===== config.mk =====
export PLATFORM = sky130hd
export DESIGN_NAME = trap_sequencer
export DESIGN_NICKNAME = d
export VERILOG_FILES = /design/src/rtl/trap_sequencer_pkg.sv /design/src/rtl/trap_priority_encoder.sv /design/src/rtl/trap_sequencer.sv
export SDC_FILE = /design/constraint.sdc
export NUM_CORES = 1
export LEC_CHECK = 0
export BUFFER_PORTS_ARGS = -buffer_cell sky130_fd_sc_hd__buf_2
export CAP_MARGIN = 30
export CORE_AREA = 2 2 120 122
export CTS_CLUSTER_DIAMETER = 100
export DETAILED_ROUTE_END_ITERATION = 10
export DIE_AREA = 0 0 122 124
export PLACE_DENSITY = 0.66
export SLEW_MARGIN = 20
export SYNTH_ARGS = -nofsm -noshare
export SYNTH_HDL_FRONTEND = slang
export SYNTH_HIERARCHICAL = 1
export SYNTH_SLANG_ARGS = --single-unit

===== constraint.sdc =====
create_clock -name clk -period 2.16 [get_ports clk]
set_input_delay 0 -clock clk [delete_from_list [all_inputs] [get_ports clk]]
set_output_delay 0 -clock clk [all_outputs]
set_load 0.02 [all_outputs]

===== src/rtl/trap_sequencer_pkg.sv =====
// Shared definitions for the machine-mode trap sequencer: CSR addresses, cause codes,
// FSM state encoding and the cause/target helpers.
package trap_sequencer_pkg;

  localparam int unsigned XLEN = 32;

  localparam logic [11:0] CsrMepc   = 12'h341;
  localparam logic [11:0] CsrMcause = 12'h342;
  localparam logic [11:0] CsrMtval  = 12'h343;

  localparam logic [3:0] CauseMei     = 4'd11;
  localparam logic [3:0] CauseMsi     = 4'd3;
  localparam logic [3:0] CauseMti     = 4'd7;
  localparam logic [3:0] CauseIllegal = 4'd2;
  localparam logic [3:0] CauseEcall   = 4'd11;
  localparam logic [3:0] CauseEbreak  = 4'd3;

  typedef enum logic [2:0] {
    StIdle      = 3'd0,
    StSaveEpc   = 3'd1,
    StSaveCause = 3'd2,
    StSaveTval  = 3'd3,
    StRedirect  = 3'd4,
    StRet       = 3'd5
  } state_e;

  function automatic logic [XLEN-1:0] make_cause(input logic is_irq, input logic [3:0] code);
    return {is_irq, {(XLEN - 5){1'b0}}, code};
  endfunction

  // Vectored mode only applies to interrupts; the add wraps at XLEN bits.
  function automatic logic [XLEN-1:0] trap_target(input logic [XLEN-1:0] mtvec,
                                                  input logic            is_irq,
                                                  input logic [3:0]      code);
    logic [XLEN-1:0] base;
    base = {mtvec[XLEN-1:2], 2'b00};
    if (is_irq && (mtvec[1:0] == 2'b01)) begin
      return base + {{(XLEN - 6){1'b0}}, code, 2'b00};
    end
    return base;
  endfunction

endpackage


===== src/rtl/trap_priority_encoder.sv =====
// Fixed-priority select over pending interrupts and synchronous exceptions.
module trap_priority_encoder
  import trap_sequencer_pkg::*;
(
  input  logic       mei_in,
  input  logic       msi_in,
  input  logic       mti_in,
  input  logic       illegal_in,
  input  logic       ecall_in,
  input  logic       ebreak_in,
  output logic       valid_out,
  output logic       is_interrupt_out,
  output logic [3:0] code_out
);

  always_comb begin
    valid_out        = 1'b1;
    is_interrupt_out = 1'b0;
    code_out         = 4'd0;
    if (mei_in) begin
      is_interrupt_out = 1'b1;
      code_out         = CauseMei;
    end else if (msi_in) begin
      is_interrupt_out = 1'b1;
      code_out         = CauseMsi;
    end else if (mti_in) begin
      is_interrupt_out = 1'b1;
      code_out         = CauseMti;
    end else if (illegal_in) begin
      code_out = CauseIllegal;
    end else if (ecall_in) begin
      code_out = CauseEcall;
    end else if (ebreak_in) begin
      code_out = CauseEbreak;
    end else begin
      valid_out = 1'b0;
    end
  end

endmodule


===== src/rtl/trap_sequencer.sv =====
// Trap-entry / mret controller: arbitrates traps, stalls the core, serialises the
// mepc/mcause/mtval writes through the CSR write port and redirects the PC.
module trap_sequencer
  import trap_sequencer_pkg::*;
(
  input  logic            clk,
  input  logic            reset,
  input  logic            instr_valid_in,
  input  logic [XLEN-1:0] pc_in,
  input  logic            illegal_instr_in,
  input  logic            ecall_in,
  input  logic            ebreak_in,
  input  logic            mret_in,
  input  logic            ext_irq_in,
  input  logic            sw_irq_in,
  input  logic            tmr_irq_in,
  input  logic            mstatus_mie_in,
  input  logic [XLEN-1:0] mie_in,
  input  logic [XLEN-1:0] mtvec_in,
  input  logic [XLEN-1:0] mepc_in,
  output logic            stall_out,
  output logic            csr_we_out,
  output logic [11:0]     csr_waddr_out,
  output logic [XLEN-1:0] csr_wdata_out,
  output logic            pc_redirect_out,
  output logic [XLEN-1:0] pc_target_out,
  output logic            trap_entry_out,
  output logic            mret_out
);

  state_e          state_q;
  logic [XLEN-1:0] cause_q;
  logic [XLEN-1:0] target_q;

  logic       mei_pend, msi_pend, mti_pend;
  logic       enc_valid, enc_irq;
  logic [3:0] enc_code;
  logic       idle, trap_take, mret_take;

  assign mei_pend = ext_irq_in & mie_in[11] & mstatus_mie_in;
  assign msi_pend = sw_irq_in & mie_in[3] & mstatus_mie_in;
  assign mti_pend = tmr_irq_in & mie_in[7] & mstatus_mie_in;

  trap_priority_encoder u_prio (
    .mei_in           (mei_pend),
    .msi_in           (msi_pend),
    .mti_in           (mti_pend),
    .illegal_in       (illegal_instr_in),
    .ecall_in         (ecall_in),
    .ebreak_in        (ebreak_in),
    .valid_out        (enc_valid),
    .is_interrupt_out (enc_irq),
    .code_out         (enc_code)
  );

  assign idle      = (state_q == StIdle);
  assign trap_take = idle & instr_valid_in & enc_valid;
  assign mret_take = idle & instr_valid_in & mret_in & ~enc_valid;

  // Gated by reset so every output is low while reset is held.
  assign stall_out = reset & (~idle | trap_take | mret_take);

  always_ff @(posedge clk or negedge reset) begin
    if (!reset) begin
      state_q         <= StIdle;
      cause_q         <= '0;
      target_q        <= '0;
      csr_we_out      <= 1'b0;
      csr_waddr_out   <= '0;
      csr_wdata_out   <= '0;
      pc_redirect_out <= 1'b0;
      pc_target_out   <= '0;
      trap_entry_out  <= 1'b0;
      mret_out        <= 1'b0;
    end else begin
      csr_we_out      <= 1'b0;
      csr_waddr_out   <= '0;
      csr_wdata_out   <= '0;
      pc_redirect_out <= 1'b0;
      pc_target_out   <= '0;
      trap_entry_out  <= 1'b0;
      mret_out        <= 1'b0;
      unique case (state_q)
        StIdle: begin
          if (trap_take) begin
            // The registered mepc write data doubles as the PC latch.
            state_q       <= StSaveEpc;
            cause_q       <= make_cause(enc_irq, enc_code);
            target_q      <= trap_target(mtvec_in, enc_irq, enc_code);
            csr_we_out    <= 1'b1;
            csr_waddr_out <= CsrMepc;
            csr_wdata_out <= {pc_in[XLEN-1:2], 2'b00};
          end else if (mret_take) begin
            state_q         <= StRet;
            pc_redirect_out <= 1'b1;
            pc_target_out   <= {mepc_in[XLEN-1:2], 2'b00};
            mret_out        <= 1'b1;
          end
        end
        StSaveEpc: begin
          state_q       <= StSaveCause;
          csr_we_out    <= 1'b1;
          csr_waddr_out <= CsrMcause;
          csr_wdata_out <= cause_q;
        end
        StSaveCause: begin
          state_q       <= StSaveTval;
          csr_we_out    <= 1'b1;
          csr_waddr_out <= CsrMtval;
        end
        StSaveTval: begin
          state_q         <= StRedirect;
          pc_redirect_out <= 1'b1;
          pc_target_out   <= target_q;
          trap_entry_out  <= 1'b1;
        end
        StRedirect: state_q <= StIdle;
        StRet:      state_q <= StIdle;
        default:    state_q <= StIdle;
      endcase
    end
  end

  logic unused_bits;
  assign unused_bits = ^{mie_in[XLEN-1:12], mie_in[10:8], mie_in[6:4], mie_in[2:0],
                         mepc_in[1:0], pc_in[1:0]};

endmodule


# --- Word-level counts from Yosys, hierarchy flattened ---
# Cells that the tools add are included.
word_totals:
  out_inout_bits: 81
  ff_bits: 120
  inputBits: 139
  wordCells: 72
op_classes:
  n_addsub: 1
  mux: 37
  bitwise: 15
  reduce_logical: 4
  eq_ne: 5
ops:
  columns: ["operator", "n"]
  rows:
  - ["$mux 32", 5]
  - ["$pmux 32 s2", 2]
  - ["$add 32x6->32", 1]
  - ["$pmux 10 s3", 1]
  - ["$mux 4", 5]
  - ["$mux 1", 17]
  - ["$pmux 3 s4", 1]
  - ["$and 1x1->1", 11]
  - ["$mux 10", 1]
  - ["$eq 3x2->1 const B", 2]
  - ["$mux 3", 2]
  - ["$pmux 1 s2", 2]
  - ["$eq 3x1->1 const B", 1]
  - ["$logic_not 3->1", 1]
  - ["$ne 3x1->1 const B", 1]
  - ["$eq 2x1->1 const B", 1]
  - ["$mux 2", 1]
  - ["$not 1->1", 2]
  - ["$or 1x1->1", 2]
  - ["$reduce_and 2->1", 1]
  - ["$reduce_or 2->1", 1]
  - ["$logic_and 1x1->1", 1]

# --- Depth between registers and ports, before layout ---
logic_depth:
  depth_word: 11
  depth_mapped: 11
  depth_no_buf: 10

# --- Cells and area by module ---
# Netlist, hierarchy kept.
modules_own_cells:
  columns: ["mod", "n_inst", "cells_per_inst", "area_each_um2"]
  rows:
  - ["trap_sequencer", 1, 411, 4698.3]
  - ["trap_priority_encoder", 1, 8, 60.1]

# --- Worst setup path before layout ---
# No wires, ideal clock.
synth_path:
  kind: "in2reg"
  from: "in mstatus_mie_in"
  to: "reg target_q[26]"
  arrival_ns: 2.626
  path_buffers: 2
  path_stages: 11
  slack_ns: -0.602
  cell_sequence: "and3_1 > or3_4 > or4_1 > buf_4 > fa_1 > a21o_1 > a21oi_1 > buf_4 > nor3_1 > xnor2_1 > o21ai_0"
synth_via:
  elab_chain_len: 9
  word_cells_on_any_way: 21
synth_lines:
  columns: ["element", "line", "text"]
  rows:
  - ["from (decl)", "trap_sequencer.sv:17", "input logic mstatus_mie_in,"]
  - ["$and 1x1->1", "trap_sequencer.sv:42", "assign mti_pend = tmr_irq_in & mie_in[7] & mstatus_mie_in;"]
  - ["$mux 1", "trap_priority_encoder.sv:26", "end else if (mti_in) begin"]
  - ["$mux 1", "trap_priority_encoder.sv:23", "end else if (msi_in) begin"]
  - ["$mux 1 *", "trap_priority_encoder.sv:20", "if (mei_in) begin"]
  - ["named net enc_irq", "trap_sequencer.sv:36", "logic enc_valid, enc_irq;"]
  - ["$logic_and 1x1->1 *", "trap_sequencer_pkg.sv:37", "if (is_irq && (mtvec[1:0] == 2'b01)) begin"]
  - ["$mux 1 *", "trap_sequencer_pkg.sv:37", null]
  - ["$mux 1 *", "trap_sequencer.sv:85", "if (trap_take) begin"]
  - ["$mux 1 *", "trap_sequencer.sv:83", "unique case (state_q)"]
  - ["$mux 32 *", "trap_sequencer_pkg.sv:40", "return base;"]
  - ["to (signal assigned)", "trap_sequencer.sv:89", "target_q <= trap_target(mtvec_in, enc_irq, enc_code);"]
  - ["to (decl)", "trap_sequencer.sv:33", "logic [XLEN-1:0] target_q;"]
# Mark *: on every way through the listed nets, which the timed path passes. The rest lies on a longest branch. The select of a mux whose other input is x is not followed.
# A chain may end at the register's enable or synchronous reset.

# --- Worst setup path after layout ---
layout_path:
  from: "in mie_in[3]"
  to: "reg target_q[21]"
layout_via:
  elab_chain_len: 9
  word_cells_on_any_way: 17
layout_lines:
  columns: ["element", "line", "text"]
  rows:
  - ["from (decl)", "trap_sequencer.sv:18", "input logic [XLEN-1:0] mie_in,"]
  - ["$and 1x1->1 (2 in series)", "trap_sequencer.sv:41", "assign msi_pend = sw_irq_in & mie_in[3] & mstatus_mie_in;"]
  - ["named net msi_pend", "trap_sequencer.sv:35", "logic mei_pend, msi_pend, mti_pend;"]
  - ["$mux 1", "trap_priority_encoder.sv:23", null]
  - ["$mux 1", "trap_priority_encoder.sv:20", null]
  - ["named net enc_irq", "trap_sequencer.sv:36", null]
  - ["$logic_and 1x1->1", "trap_sequencer_pkg.sv:37", null]
  - ["$mux 1", "trap_sequencer_pkg.sv:37", null]
  - ["$mux 1", "trap_sequencer.sv:85", null]
  - ["$mux 1", "trap_sequencer.sv:83", null]
  - ["$mux 32", "trap_sequencer_pkg.sv:40", null]
# The timed path passes the listed nets, and every way through them passes these cells. The select of a mux whose other input is x is not followed.

==> results.cfg <==
[placed_design]
pre_cts_ws_ns = -0.401
gp_congestion = 0.775
portBuffers = 177
dpl_cell_area_um2 = 6000
place_hpwl_um = 9380
place_inst = 770

[clock_network]
htree_levels = 3
cts_buffers = 9
cts_root_buf = clkbuf_16
tritoncts = built
clkLatencyLatePin_ns = 0.35
cts.clk_slew.worst_paths_ns = 0.07
clock_path_buffers = 2
cts.sinks = 106

[timing]
maxSlewViolCount = 0
hold_viol_final = 0
setup_viol = 7
tns_ns = -0.120
layout_setup_ws_ns = -0.0466
finClkSkew_ns = 0.00804
period_needed_ns = 2.21
fin_hold_ws_ns = 0.0214
tightest_slew_ns = 0.582
rsz0062_at_grt = true
slew_headroom_pct = 61.1
fmax_ghz = 0.453
fin_crit_sh_pct = 102

[layout]
nets = 838
final_cell_mix = buf_2, dfrtp_1, dlygate4sd3_1
final_cells = 879
post-route-util_pct = 53.7
mostFrequentLayoutCell = buf_2
drive_gt1_share_pct = 38.2
area_delta_synth_final_pct = 54.8
fin_area_um2 = 7360
antenna_cells = 0

[floorplanning]
die_height_um = 124
dieArea_um2 = 15100
initial_core_util_pct = 34.7
io_pins = 220
num_rows = 43
fp.dieW_um = 122
core_area_um2 = 13700

[critical_path]
required_ns = 2.40
worstPathArrival_ns = 2.44
r2r_slack_ns = 0.40
critPathMaxFanout = 8
setup.worst_path.start_class = input pin
path_class = in2reg
cp-end-kind = flip-flop

[power]
power_leakage_nw = 3.81
powerDensity_nw_per_um2 = 939
ir_worst_vdd_uv = 365
power_mw = 6.92

[global_routing]
grt_pass1_vias = 4190
antenna_found_initial = 1
track_usage_pct = 18.0
grt_max_degree = 107
grt-ovfl-total = 0
grt_pass1_wl_um = 20900

[routing]
drc = 0
wl_per_cell_um = 15.5
drt_iter0_drc = 164
wl_um = 13600
routed-via-count = 4160
final_antenna_net_count = 0
dr.pass1.iters = 4
via_per_inst = 4.73

[synth]
yosysWarnings = 6
async_flop_share_pct = 100
ys_ff_latch = 106
yosysSeqAreaShare_pct = 55.7
syn_area_um2 = 4760
syn_avg_cell_area_um2 = 11.4
synthCells = 419
synth_edf_count = 0
ys.flop_type = dfrtp_1
synth_cell_types = 51

[status]
violations = setup timing
outcome = finished, violations left

[flow_run]
maxCapViolCount = 0

[hold_path]
hold_class = in2reg
## logic make-up (layout without fill, tap and decap cells)
family	count (synthesis)	in the layout	synth area share (%)
AO/OA/AOI/OAI	79	79	11.5
XOR/XNOR	26	26	4.79
adder cells (fa/ha/maj)	5	5	1.47
buffers and inverters	42	314	4.97
flip-flops	106	106	55.7
multiplexers	3	3	0.631
other	1	9	0.0788
AND/OR/NAND/NOR	157	157	20.9
## flip-flops by register name, indices dropped and copies added, names as in the netlist
register / flops
pc_redirect_out: 1
state_q: 3
trap_entry_out: 1
csr_wdata_out: 32
csr_waddr_out: 3
cause_q: 5
target_q: 30
pc_target_out: 30
mret_out: 1
## worst max-delay path, cell delays in order
cell     delay, ns
buf_6         0.09
and3_4        0.17
or3_4         0.38
or4_4         0.47
ha_4          0.29
a211o_1       0.17
a21oi_4       0.07
buf_12        0.15
buf_12        0.14
nor4b_4       0.27
xnor2_1       0.15
o21ai_1       0.09
## final timing paths
| kind | end | depth (start not counted) | from |
|---|---|---|---|
| min in group asynchronous | csr_wdata_out[4]$_DFF_PN0_ | 3 | reset |
| worst max register to register | pc_target_out[17]$_DFF_PN0_ | 4 | state_q[0]$_DFFE_PN0P_ |
| worst min register to register | cause_q[0]$_DFFE_PN0P_ | 2 | cause_q[0]$_DFFE_PN0P_ |
| worst max-delay path | target_q[21]$_DFFE_PN0P_ | 12 | mie_in[3] |
| worst min-delay path | target_q[26]$_DFFE_PN0P_ | 3 | mtvec_in[26] |
| max in group asynchronous | target_q[24]$_DFFE_PN0P_ | 3 | reset |
## layer usage
layer	GRT usage, %	routed length (um)	vias up
met4	7.47	289	2
li1	-	-	2001
met2	30.8	6500	156
met1	22.1	5850	1976
met3	3.66	939	25
met5	0	13	-
## what timing repair did
action | in CTS | in global routing
hold buffers | 87 | 0
gates resized for setup | 6 | 31
endpoints found under the setup margin | 4 | 26
pin swaps | 0 | 19
hold endpoints to repair | 192 | 0
setup buffers | 0 | 6
## where the power goes
part | leakage [nW] | switching [mW] | internal, mW
Sequential | 1.40 | 0.336 | 2.56
Clock | 0.155 | 0.736 | 1.03
Combinational | 2.25 | 1.28 | 0.982
Total | 3.81 | 2.35 | 4.57
## final cells by class
cell class,count,area (um^2)
Multi-Input combinational cell,279,2030
Clock inverter,5,86.3
Tap cell,180,225
Clock buffer,11,233
Fill cell,1175,6350
Timing Repair Buffer,297,2130
Inverter,1,3.75
Sequential cell,106,2650
## Yosys cell counts, types with 8 or more instances
cell,count,area [um^2]
o21ai_0,21,105
buf_2,8,40.0
and3_1,31,194
dfrtp_1,106,2650
nor3_1,10,50.1
nor2_1,10,37.5
a22o_1,32,280
nand2_1,58,218
a21oi_1,8,40.0
xnor2_1,26,228
o21ai_1,8,40.0
buf_4,16,120
clkbuf_1,15,56.3
Note: power is estimated with default switching activity, not from simulation.
